$ cat src/rtl/vrs_pkg.sv
// Shared types and helpers for the VRS coarse-pixel coalescer: rate codes,
// footprint/mask helpers and the request record sent to shader dispatch.
package vrs_pkg;

  localparam logic [2:0] RATE_1X1    = 3'd0;
  localparam logic [2:0] RATE_2X2_LO = 3'd1;
  localparam logic [2:0] RATE_2X2_HI = 3'd2;
  localparam logic [2:0] RATE_3X3    = 3'd3;
  localparam logic [2:0] RATE_4X4    = 3'd4;

  typedef struct packed {
    logic [15:0] x;
    logic [15:0] y;
    logic [2:0]  size;
    logic [31:0] prim_id;
    logic [15:0] mask;
    logic        anchor_shaded;
  } vrs_req_t;

  // Unknown rate codes fall back to per-pixel shading.
  function automatic logic [2:0] footprint_size(input logic [2:0] rate);
    case (rate)
      RATE_1X1:                 footprint_size = 3'd1;
      RATE_2X2_LO, RATE_2X2_HI: footprint_size = 3'd2;
      RATE_3X3:                 footprint_size = 3'd3;
      RATE_4X4:                 footprint_size = 3'd4;
      default:                  footprint_size = 3'd1;
    endcase
  endfunction

  function automatic logic [15:0] full_mask(input logic [2:0] n);
    case (n)
      3'd2:    full_mask = 16'h0033;
      3'd3:    full_mask = 16'h0777;
      3'd4:    full_mask = 16'hFFFF;
      default: full_mask = 16'h0001;
    endcase
  endfunction

  function automatic logic [15:0] anchor_coord(input logic [15:0] c, input logic [2:0] n);
    case (n)
      3'd2:    anchor_coord = {c[15:1], 1'b0};
      3'd3:    anchor_coord = c - (c % 16'd3);
      3'd4:    anchor_coord = {c[15:2], 2'b00};
      default: anchor_coord = c;
    endcase
  endfunction

endpackage

$ cat src/rtl/vrs_req_fifo.sv
// Synchronous request FIFO; output is driven purely from stored state and
// reads as zero while empty.
module vrs_req_fifo
  import vrs_pkg::*;
#(
  parameter int DEPTH = 4
) (
  input  logic     clk,
  input  logic     rst,
  input  logic     wr_en_i,
  input  vrs_req_t wr_data_i,
  input  logic     rd_en_i,
  output vrs_req_t rd_data_o,
  output logic     full_o,
  output logic     empty_o
);

  localparam int AW = $clog2(DEPTH);
  localparam logic [AW:0] DEPTH_C = (AW+1)'(DEPTH);

  vrs_req_t      mem_q [DEPTH];
  logic [AW-1:0] wr_ptr_q, rd_ptr_q;
  logic [AW:0]   count_q;
  logic          do_wr, do_rd;

  assign full_o    = (count_q == DEPTH_C);
  assign empty_o   = (count_q == '0);
  assign do_wr     = wr_en_i && !full_o;
  assign do_rd     = rd_en_i && !empty_o;
  assign rd_data_o = empty_o ? '0 : mem_q[rd_ptr_q];

  always_ff @(posedge clk) begin
    if (do_wr) mem_q[wr_ptr_q] <= wr_data_i;
  end

  always_ff @(posedge clk or posedge rst) begin
    if (rst) begin
      wr_ptr_q <= '0;
      rd_ptr_q <= '0;
      count_q  <= '0;
    end else begin
      if (do_wr) wr_ptr_q <= wr_ptr_q + AW'(1);
      if (do_rd) rd_ptr_q <= rd_ptr_q + AW'(1);
      case ({do_wr, do_rd})
        2'b10:   count_q <= count_q + (AW+1)'(1);
        2'b01:   count_q <= count_q - (AW+1)'(1);
        default: count_q <= count_q;
      endcase
    end
  end

endmodule

$ cat src/rtl/vrs_coarse_coalescer.sv
// Coalesces per-fragment VRS shading decisions that share a coarse pixel into
// one shading request (anchor, footprint, 4x4 coverage) queued for dispatch.
module vrs_coarse_coalescer
  import vrs_pkg::*;
#(
  parameter int FIFO_DEPTH = 4,
  parameter int TIMEOUT    = 16
) (
  input  logic        clk,
  input  logic        rst,
  input  logic        frag_valid,
  output logic        frag_ready,
  input  logic [15:0] frag_x,
  input  logic [15:0] frag_y,
  input  logic [31:0] frag_prim_id,
  input  logic [2:0]  frag_rate,
  input  logic        frag_shade,
  input  logic        flush,
  output logic        flush_done,
  output logic        req_valid,
  input  logic        req_ready,
  output logic [15:0] req_x,
  output logic [15:0] req_y,
  output logic [2:0]  req_size,
  output logic [31:0] req_prim_id,
  output logic [15:0] req_mask,
  output logic        req_anchor_shaded,
  output logic [31:0] perf_frags_in,
  output logic [31:0] perf_reqs
);

  localparam logic [7:0] TIMEOUT_C = 8'(TIMEOUT);

  // Handshakes: a fragment transfers on an edge where frag_valid && frag_ready;
  // a request transfers on an edge where req_valid && req_ready, and req_*
  // hold steady while req_valid is high and req_ready is low.

  vrs_req_t    grp_q, grp_d;
  logic        open_q, open_d;
  logic [7:0]  idle_q, idle_d;
  logic        flush_pending_q, flush_pending_d;
  logic        ready_en_q;
  logic [31:0] frags_in_q, reqs_q;

  logic [2:0]  frag_n;
  logic [15:0] frag_ax, frag_ay;
  logic [1:0]  frag_dx, frag_dy;
  logic [15:0] frag_bit;
  logic        accept, key_match, mask_full, timed_out, merge, enq;
  logic        fifo_full, fifo_empty, flush_clear;
  vrs_req_t    fifo_out;

  assign frag_n   = footprint_size(frag_rate);
  assign frag_ax  = anchor_coord(frag_x, frag_n);
  assign frag_ay  = anchor_coord(frag_y, frag_n);
  assign frag_dx  = frag_x[1:0] - frag_ax[1:0];
  assign frag_dy  = frag_y[1:0] - frag_ay[1:0];
  assign frag_bit = 16'd1 << {frag_dy, frag_dx};

  // Ready depends only on registered state, so a mismatch enqueue always fits.
  assign frag_ready = ready_en_q && !fifo_full && !flush_pending_q;
  assign accept     = frag_valid && frag_ready;

  assign key_match = (grp_q.x == frag_ax) && (grp_q.y == frag_ay) &&
                     (grp_q.size == frag_n) && (grp_q.prim_id == frag_prim_id);
  assign mask_full = (grp_q.mask == full_mask(grp_q.size));
  assign timed_out = (idle_q == TIMEOUT_C);
  assign merge     = accept && open_q && key_match && !mask_full && !timed_out;

  always_comb begin
    grp_d  = grp_q;
    open_d = open_q;
    idle_d = idle_q;
    enq    = 1'b0;
    if (merge) begin
      grp_d.mask          = grp_q.mask | frag_bit;
      grp_d.anchor_shaded = grp_q.anchor_shaded | frag_shade;
      idle_d              = '0;
    end else if (accept) begin
      enq                 = open_q;
      grp_d.x             = frag_ax;
      grp_d.y             = frag_ay;
      grp_d.size          = frag_n;
      grp_d.prim_id       = frag_prim_id;
      grp_d.mask          = frag_bit;
      grp_d.anchor_shaded = frag_shade;
      open_d              = 1'b1;
      idle_d              = '0;
    end else if (open_q) begin
      if ((mask_full || timed_out || flush_pending_q) && !fifo_full) begin
        enq    = 1'b1;
        open_d = 1'b0;
        idle_d = '0;
      end else if (!timed_out) begin
        idle_d = idle_q + 8'd1;
      end
    end
  end

  assign flush_clear     = flush_pending_q && !open_q && fifo_empty;
  assign flush_pending_d = (flush_pending_q && !flush_clear) || flush;
  assign flush_done      = flush_clear;

  always_ff @(posedge clk or posedge rst) begin
    if (rst) begin
      grp_q           <= '0;
      open_q          <= 1'b0;
      idle_q          <= '0;
      flush_pending_q <= 1'b0;
      ready_en_q      <= 1'b0;
      frags_in_q      <= '0;
      reqs_q          <= '0;
    end else begin
      grp_q           <= grp_d;
      open_q          <= open_d;
      idle_q          <= idle_d;
      flush_pending_q <= flush_pending_d;
      ready_en_q      <= 1'b1;
      if (accept) frags_in_q <= frags_in_q + 32'd1;
      if (req_valid && req_ready) reqs_q <= reqs_q + 32'd1;
    end
  end

  vrs_req_fifo #(
    .DEPTH(FIFO_DEPTH)
  ) u_fifo (
    .clk       (clk),
    .rst       (rst),
    .wr_en_i   (enq),
    .wr_data_i (grp_q),
    .rd_en_i   (req_ready),
    .rd_data_o (fifo_out),
    .full_o    (fifo_full),
    .empty_o   (fifo_empty)
  );

  assign req_valid         = !fifo_empty;
  assign req_x             = fifo_out.x;
  assign req_y             = fifo_out.y;
  assign req_size          = fifo_out.size;
  assign req_prim_id       = fifo_out.prim_id;
  assign req_mask          = fifo_out.mask;
  assign req_anchor_shaded = fifo_out.anchor_shaded;
  assign perf_frags_in     = frags_in_q;
  assign perf_reqs         = reqs_q;

endmodule

$ cat config.mk
export PLATFORM = sky130hd
export DESIGN_NAME = vrs_coarse_coalescer
export DESIGN_NICKNAME = d
export VERILOG_FILES = /design/src/rtl/vrs_pkg.sv /design/src/rtl/vrs_req_fifo.sv /design/src/rtl/vrs_coarse_coalescer.sv
export SDC_FILE = /design/constraint.sdc
export NUM_CORES = 1
export LEC_CHECK = 0
export BUFFER_PORTS_ARGS = -buffer_cell sky130_fd_sc_hd__buf_2
export CORE_ASPECT_RATIO = 0.8
export CORE_UTILIZATION = 45
export DETAILED_ROUTE_END_ITERATION = 8
export HOLD_SLACK_MARGIN = 0.05
export RECOVER_POWER = 50
export SLEW_MARGIN = 0
export SYNTH_ARGS = -nofsm -noshare
export SYNTH_HDL_FRONTEND = slang
export SYNTH_SLANG_ARGS = --single-unit
$ cat constraint.sdc
create_clock -name clk -period 10.8 [get_ports clk]
set_clock_uncertainty 0.15 [all_clocks]
set_input_delay 1.62 -clock clk [delete_from_list [all_inputs] [get_ports clk]]
set_output_delay 1.62 -clock clk [all_outputs]
set_load 0.03 [all_outputs]
==> results of run 1 <==
-- worst paths after layout --
check | start | slack, ns | to
max | frag_x[11] | 0.59 | u_fifo.count_q[2]
min | perf_reqs[31] | 0.32 | perf_reqs[31]
max reg2reg | u_fifo.count_q[2] | 4.78 | perf_reqs[30]
min reg2reg | perf_reqs[31] | 0.32 | perf_reqs[31]
max in group asynchronous | rst | 3.03 | grp_q[17]
min in group asynchronous | rst | 2.22 | perf_frags_in[2]
-- layout by cell type (no fill, tap or decap), types with 14 or more instances in the layout --
master     synthesis  layout
nor3_1            36      35
xnor2_1          109     109
nand2_1          135     135
mux2_4            51      51
nor2_1            76      75
nand2b_1          23      23
ha_1              45      43
a21o_1            15      15
clkbuf_1          51      76
buf_12             5      14
edfxtp_1         336     336
nor4_1            24      22
buf_2              8     159
and3_1            31      27
nand3_1           66      66
clkbuf_16          0      53
buf_4              8      28
o31ai_1           16      16
inv_1             81      80
and2_1            92      90
nand4_1           34      34
xor2_1            68      67
mux2i_1           25      23
dfrtp_1          166     164
o21ai_0           72      70
mux4_2            84      84
a21oi_1           62      59
-- layout make-up --
class / count / area (um2) / area share [%]
Sequential cell: 502 / 14300 / 48.2
Antenna cell: 3 / 7.51 / 0.0254
Inverter: 82 / 309 / 1.05
Multi-Input combinational cell: 1295 / 10700 / 36.3
Timing Repair Buffer: 269 / 1540 / 5.22
Clock inverter: 32 / 353 / 1.19
Tap cell: 750 / 938 / 3.18
Clock buffer: 66 / 1430 / 4.82
-- what timing repair did --
action | 4_1_cts | 5_1_grt
gates resized for setup | 0 | 20
hold buffers | 0 | 0
setup endpoints to repair | 0 | 338
setup buffers | 0 | 0
-- stage by stage --
stage / hold slack (ns) / power [mW] / instance area (um2)
CTS: 0.321 / 7.42 / 29600
floorplan: 0.308 / 4.73 / 25600
detailed placement: 0.308 / 5.57 / 27800
finish: 0.323 / 7.37 / 29500
global placement: 0.304 / 5.52 / 27800
global route: 0.335 / 7.75 / 29500
-- power by group through the flow --
stage | Combinational, mW | Clock, mW | Sequential, mW
after floorplan | 2.00 | 0 | 2.73
after global placement | 2.67 | 0 | 2.85
after detailed placement | 2.69 | 0 | 2.88
after CTS | 2.70 | 1.88 | 2.84
after global routing | 2.90 | 1.96 | 2.88
final | 2.68 | 1.85 | 2.84
-- flip-flops by register name (all words and copies together), names as in the netlist --
name / cells
open_q: 1
u_fifo.rd_ptr_q: 2
u_fifo.mem_q: 336
grp_q: 84
ready_en_q: 1
u_fifo.count_q: 3
perf_frags_in: 32
perf_reqs: 32
u_fifo.wr_ptr_q: 2
flush_pending_q: 1
idle_q: 8
-- critical path, delay by kind of cell --
| kind | cells | cell delay [ns] |
|---|---|---|
| AO/OA/AOI/OAI | 15 | 2.79 |
| XOR/XNOR | 2 | 0.29 |
| adder cells (fa/ha/maj) | 5 | 1.37 |
| buffers and inverters | 8 | 0.97 |
| AND/OR/NAND/NOR | 14 | 3.51 |
-- metal layers --
metal | GRT usage [%] | vias to the layer above | part of all wire (%)
met5 | 0 | - | 0.034
met4 | 5.78 | 4 | 2.2
met3 | 2.38 | 85 | 5.1
met2 | 34.2 | 476 | 47
met1 | 31.6 | 8477 | 46
li1 | - | 7845 | -
-- cell families (layout without fill, tap and decap cells) --
family	count (synthesis)	after routing	synth area share [%]
and+or+nand+nor	606	606	12.9
DFF	502	502	55.6
AOI/OAI and AO/OA	292	292	8.17
xor gates and xnor gates	179	179	6.20
muxes	169	169	11.8
buffers and inverters	167	449	2.98
adders and majority gates	48	48	2.43
other	1	4	0.0146
==> results by group, run 1 <==
Clock tree
  – Maximum clock path buffer count: 3
  – Clk slew on worst S/H paths: 0.06 ns
  – CTS tree: yes
  – Total CTS buffers: 52
  – Htree depth: 2
  – Clock Sink Count: 502
  – Worst-Skew Late Latency: 0.59 ns
  – CTS Root Cell: clkbuf_16

Yosys
  – Synth Warn #: 0
  – Share of the synthesized area in the top cell type: 39.4%
  – Leading area contributor after synthesis: edfxtp_1
  – Post-synth ARST share: 33.1%
  – Cell area after synthesis: 25600 um2
  – Yosys cell types: 106
  – Seq/Total Area, Yosys: 55.6%
  – Top FF cell, synth: edfxtp_1
  – Top cells by area, synth: edfxtp_1 (39%), dfrtp_1 (16%), mux4_2 (7.4%)
  – Avg Synthesized Cell Area: 13.0 um2
  – Cells after synthesis: 1964
  – Top cells by count, synth: edfxtp_1 (336), dfrtp_1 (166), nand2_1 (135)
  – EDFF count, synth: 336
  – Most frequent cell after synthesis: edfxtp_1
  – #FFs+latches synth: 502
  – Syn nets: 2085

STA
  – Worst setup margin: 0.589 ns
  – Worst-Margin Slew: 4.39 ns
  – Final worst path period share: 94.5%
  – Count of final hold-check violations: 0
  – Fmax: 97.9 MHz
  – Endpoints failing setup: 0
  – Min cycle time layout: 10.21 ns
  – Slew HR: -194%
  – Setup TNS: 0 ns
  – Final Max Tran Viols: 258

Route
  – Drt wl/cell: 20.7 um
  – Drt via density: 5.63
  – Iteration-0 DRC count of the detailed router: 1274
  – Routed Antenna Nets: 0
  – # DRC: 0
  – Routed via count: 16900
  – Routed wire length: 62100 um
  – Number of detailed-route iterations in the first pass: 5

Worst setup path
  – Worst path max stage delay: 0.44 ns
  – Crit-path most repeated cell: buf_4
  – CP Class: in -> reg
  – CP max-delay cell: or3b_2
  – CP startpoint kind: input port
  – CP Data Required Time: 11.16 ns
  – Worst setup EP type: flip-flop
  – Worst reg2reg path depth: 9
  – Crit path max fanout: 10
  – WP data arrival: 10.57 ns

Run
  – Max_cap viols: 3

Floorplanning
  – Core ar.: 55800 um2
  – Io pins: 224
  – Chip Height: 215 um
  – Row count: 77
  – Die W: 269 um
  – Die area: 57900 um2
  – Initial core utilization: 45.9%

Layout
  – # fillers: 4674
  – Post-Layout Cell Count: 2999
  – Layout cells sized above 1: 22.0%
  – Final core occ: 53.0%
  – Area delta synth->final: 15.3%
  – NumNets Final: 2323

Global routing
  – Total GRT Usage: 21.6%
  – Largest net degree at the start of global routing: 97
  – GR Overflow Total: 0
  – First-pass GRT wire length: 96500 um
  – Initial antenna violation count: 5
  – Vias in the first global route: 16500

Pwr
  – Combinational power share: 36.4%
  – Cell Pwr Density: 249 nW/um2
  – Switching share of power: 36.5%
  – Worst vdd ir: 146 uV
  – Reg power frac: 38.5%
  – Leakage: 11.2 nW
  – Clock network power share: 25.1%
  – Net load switching power: 2.69 mW
  – Internal Pwr Total: 4.67 mW

Placed design
  – Port bufs: 223
  – Pre-CTS worst setup slack: -0.215 ns
  – Hpwl dp: 43200 um
  – Placed Instances: 2898
  – GPL Wtd Cong: 0.901

Worst hold path
  – Cell depth of the worst hold path: 1
  – Worst hold path type: reg -> reg

Outcome
  – Failing checks: max-capacitance violations, max-slew violations
  – Status: finished, violations left
Note: power is estimated with default switching activity, not from simulation.
==> inputs of run 2 (changes only) <==
--- a/config.mk
+++ b/config.mk
@@ -14,4 +14,5 @@
 export SLEW_MARGIN = 0
 export SYNTH_ARGS = -nofsm -noshare
 export SYNTH_HDL_FRONTEND = slang
+export SYNTH_HIERARCHICAL = 1
 export SYNTH_SLANG_ARGS = --single-unit
==> run 2 against run 1 <==
Net effect: the run still ends with max-capacitance violations, max-slew violations left; fmax is 1.2% higher; final area is 3.0% lower; critical path depth up 1; first-iteration DRC count grew 5.9%; setup slack better by 0.12 ns; via count fell by 4.4%; routed wire length shrank 5.5%; utilization shrank 0.20 points; synthesized cell count decreased by 5.0%; clock power down 8%; sequential cell count is the same; hold slack lost 0.0056 ns; critical endpoint is now u_fifo/count_q[2]; largest cell class unchanged.
==> results by group, run 2 <==
Yosys
  – Post-synth ARST share: 33.1%
  – Avg Synthesized Cell Area: 13.4 um2
  – #FFs+latches synth: 502
  – Top cells by area, synth: edfxtp_1 (40%), dfrtp_1 (17%), mux4_2 (7.6%)
  – Most frequent cell after synthesis: edfxtp_1
  – Share of the synthesized area in the top cell type: 40.4%
  – Syn nets: 1986
  – Cell area after synthesis: 25000 um2
  – Top cells by count, synth: edfxtp_1 (336), dfrtp_1 (166), xnor2_1 (116)
  – Synth Warn #: 6
  – Yosys cell types: 89
  – Leading area contributor after synthesis: edfxtp_1
  – Top FF cell, synth: edfxtp_1
  – EDFF count, synth: 336
  – Cells after synthesis: 1865
  – Seq/Total Area, Yosys: 57.0%

STA
  – Final Max Tran Viols: 241
  – Min cycle time layout: 10.09 ns
  – Worst setup margin: 0.710 ns
  – Fmax: 99.1 MHz
  – Final worst path period share: 93.4%
  – RSZ-0062 raised after global routing: no
  – Slew HR: -222%
  – Worst-Margin Slew: 4.80 ns
  – Endpoints failing setup: 0
  – Fin Hold WS: 0.318 ns
  – Count of final hold-check violations: 0

Layout
  – Diodes inserted: 0
  – Biggest register: u_fifo/mem_q
  – Layout cells sized above 1: 19.4%
  – Post-Layout Cell Count: 2889
  – Regs by FF count: u_fifo/mem_q x336, grp_q x84
  – Max FFs per register: 336
  – NumNets Final: 2230
  – # fillers: 4558
  – Highest-count cells in the layout ignoring fill and taps: edfxtp_1 (336), dfrtp_1 (164), buf_2 (157), xnor2_1 (116), nand2_1 (109)
  – Area delta synth->final: 14.7%
  – Commonest non-fill, non-tap cell in the layout: edfxtp_1

Floorplanning
  – Initial core utilization: 46.0%
  – Chip Height: 213 um
  – Die area: 56500 um2
  – Row count: 76
  – Io pins: 224
  – Die W: 265 um
  – Core ar.: 54300 um2

Clock tree
  – Clk slew on worst S/H paths: 0.06 ns
  – Clock Sink Count: 502
  – CTS tree: yes
  – Maximum clock path buffer count: 3
  – Worst-Skew Late Latency: 0.57 ns
  – Total CTS buffers: 47
  – Htree depth: 2
  – CTS Root Cell: clkbuf_16
  – CTS Hold Bufs: 0

Worst setup path
  – Crit path buf inv count: 5
  – Worst setup EP type: flip-flop
  – R2R Path End: u_fifo/count_q[2]
  – Worst reg2reg path depth: 24
  – Worst reg2reg startpoint: u_fifo/count_q[2]
  – Crit path max fanout: 15
  – Delay-heaviest family, CP: compound AO/OA/AOI/OAI gates
  – CP Data Required Time: 11.12 ns
  – CP max-delay cell: a2111oi_4
  – Worst reg2reg setup slack: 4.50 ns
  – WP data arrival: 10.41 ns
  – CP Class: in -> reg
  – CP startpoint kind: input port
  – Worst path max stage delay: 0.59 ns

Route
  – Drt via density: 5.59
  – # DRC: 0
  – Routed Antenna Nets: 0
  – Routed via count: 16100
  – Drt wl/cell: 20.3 um
  – Number of detailed-route iterations in the first pass: 5
  – Routed wire length: 58600 um
  – Iteration-0 DRC count of the detailed router: 1349

Placed design
  – Pre-CTS worst setup slack: -0.217 ns
  – Hpwl dp: 40500 um
  – GPL Wtd Cong: 0.915
  – Placed Instances: 2799
  – Port bufs: 223

Pwr
  – Cell Pwr Density: 244 nW/um2
  – Worst vdd ir: 127 uV
  – Power Total: 6.98 mW
  – Leakage: 11.0 nW

Worst hold path
  – Hold Crit Start: perf_reqs[31]
  – Hold Path End: perf_reqs[31]
  – Worst hold path type: reg -> reg
  – Cell depth of the worst hold path: 1

Global routing
  – GR Overflow Total: 0
  – First-pass GRT wire length: 90900 um
  – Total GRT Usage: 20.7%
  – Initial antenna violation count: 2
  – Vias in the first global route: 15800
  – Largest net degree at the start of global routing: 100

Run
  – Max_cap viols: 3

Outcome
  – Status: finished, violations left
  – Failing checks: max-capacitance violations, max-slew violations
run 2: changes by cell type in the layout (fill, tap and decap cells not counted), sizes merged, moves of 6 or more:
cell and delta:
xnor2 +6, nor4 -17, o21ai -9, nand2 -26, nand2b -8, o31ai -7, nor2b +10, nand3 -10
nand4 -11, and3 -9, inv -18, a22oi +6, clkbuf -6
run 2: kinds of logic after synthesis:
group / after synthesis / share of synthesized area, %
other: 1 / 0.0150
flip-flops: 502 / 57.0
AND/OR/NAND/NOR: 528 / 11.5
adder cells (fa/ha/maj): 48 / 2.49
XOR/XNOR: 188 / 6.59
buffers and inverters: 144 / 3.08
AO/OA/AOI/OAI: 288 / 8.19
multiplexers: 166 / 11.2
run 2: where the power goes:
part           switching, mW  internal, mW  total [mW]  leakage [nW]
logic                   1.49          1.02        2.51          4.96
clock network          0.706          1.00        1.71         0.788
registers              0.346          2.42        2.76          5.21
run 2: cell type report:
type                            count  area (um2)  area share [%]
Inverter                           66         249           0.869
Tap cell                          741         927            3.24
Multi-Input combinational cell   1219       10000            35.1
Clock buffer                       58        1270            4.43
Clock inverter                     30         335            1.17
Timing Repair Buffer              273        1570            5.49
Sequential cell                   502       14300            49.7
run 2: timing repair:
action,4_1_cts,5_1_grt
buffers inserted,0,2
endpoints found under the setup margin,0,410
gates resized for setup,0,13
run 2: worst max-delay path by stage:
stage / from / endpoint / slack [ns] / cells after the start
final: frag_x[12] / u_fifo/count_q[2] / 0.71 / 45
after global routing: frag_x[12] / u_fifo/count_q[2] / 0.004 / 45
after CTS: frag_y[15] / u_fifo/count_q[2] / 0.32 / 42
after detailed placement: frag_y[15] / u_fifo/count_q[2] / -0.22 / 42
after global placement: frag_y[15] / u_fifo/count_q[2] / -0.02 / 42
after floorplan: frag_x[10] / u_fifo/mem_q[0][0] / 0.20 / 44
run 2: per-layer routing:
metal	global-route usage, %	part of all wire, %	routed length, um	vias to the layer above
met5	0	0	0	-
met4	4.21	1.5	857	0
met3	2.94	5.5	3240	62
met2	32.6	47	27400	440
met1	30.6	46	27100	8154
li1	-	-	-	7488
run 2: per-stage QoR:
| step | TNS, ns | util (%) | cell area [um2] |
|---|---|---|---|
| 2_1_floorplan | 0 | - | 25000 |
| 3_3_place_gp | -0.0173 | 49.9 | 27100 |
| 3_5_place_dp | -0.244 | 49.9 | 27100 |
| 4_1_cts | 0 | 52.8 | 28700 |
| 5_1_grt | 0 | 52.8 | 28600 |
| 6_report | 0 | 52.8 | 28600 |
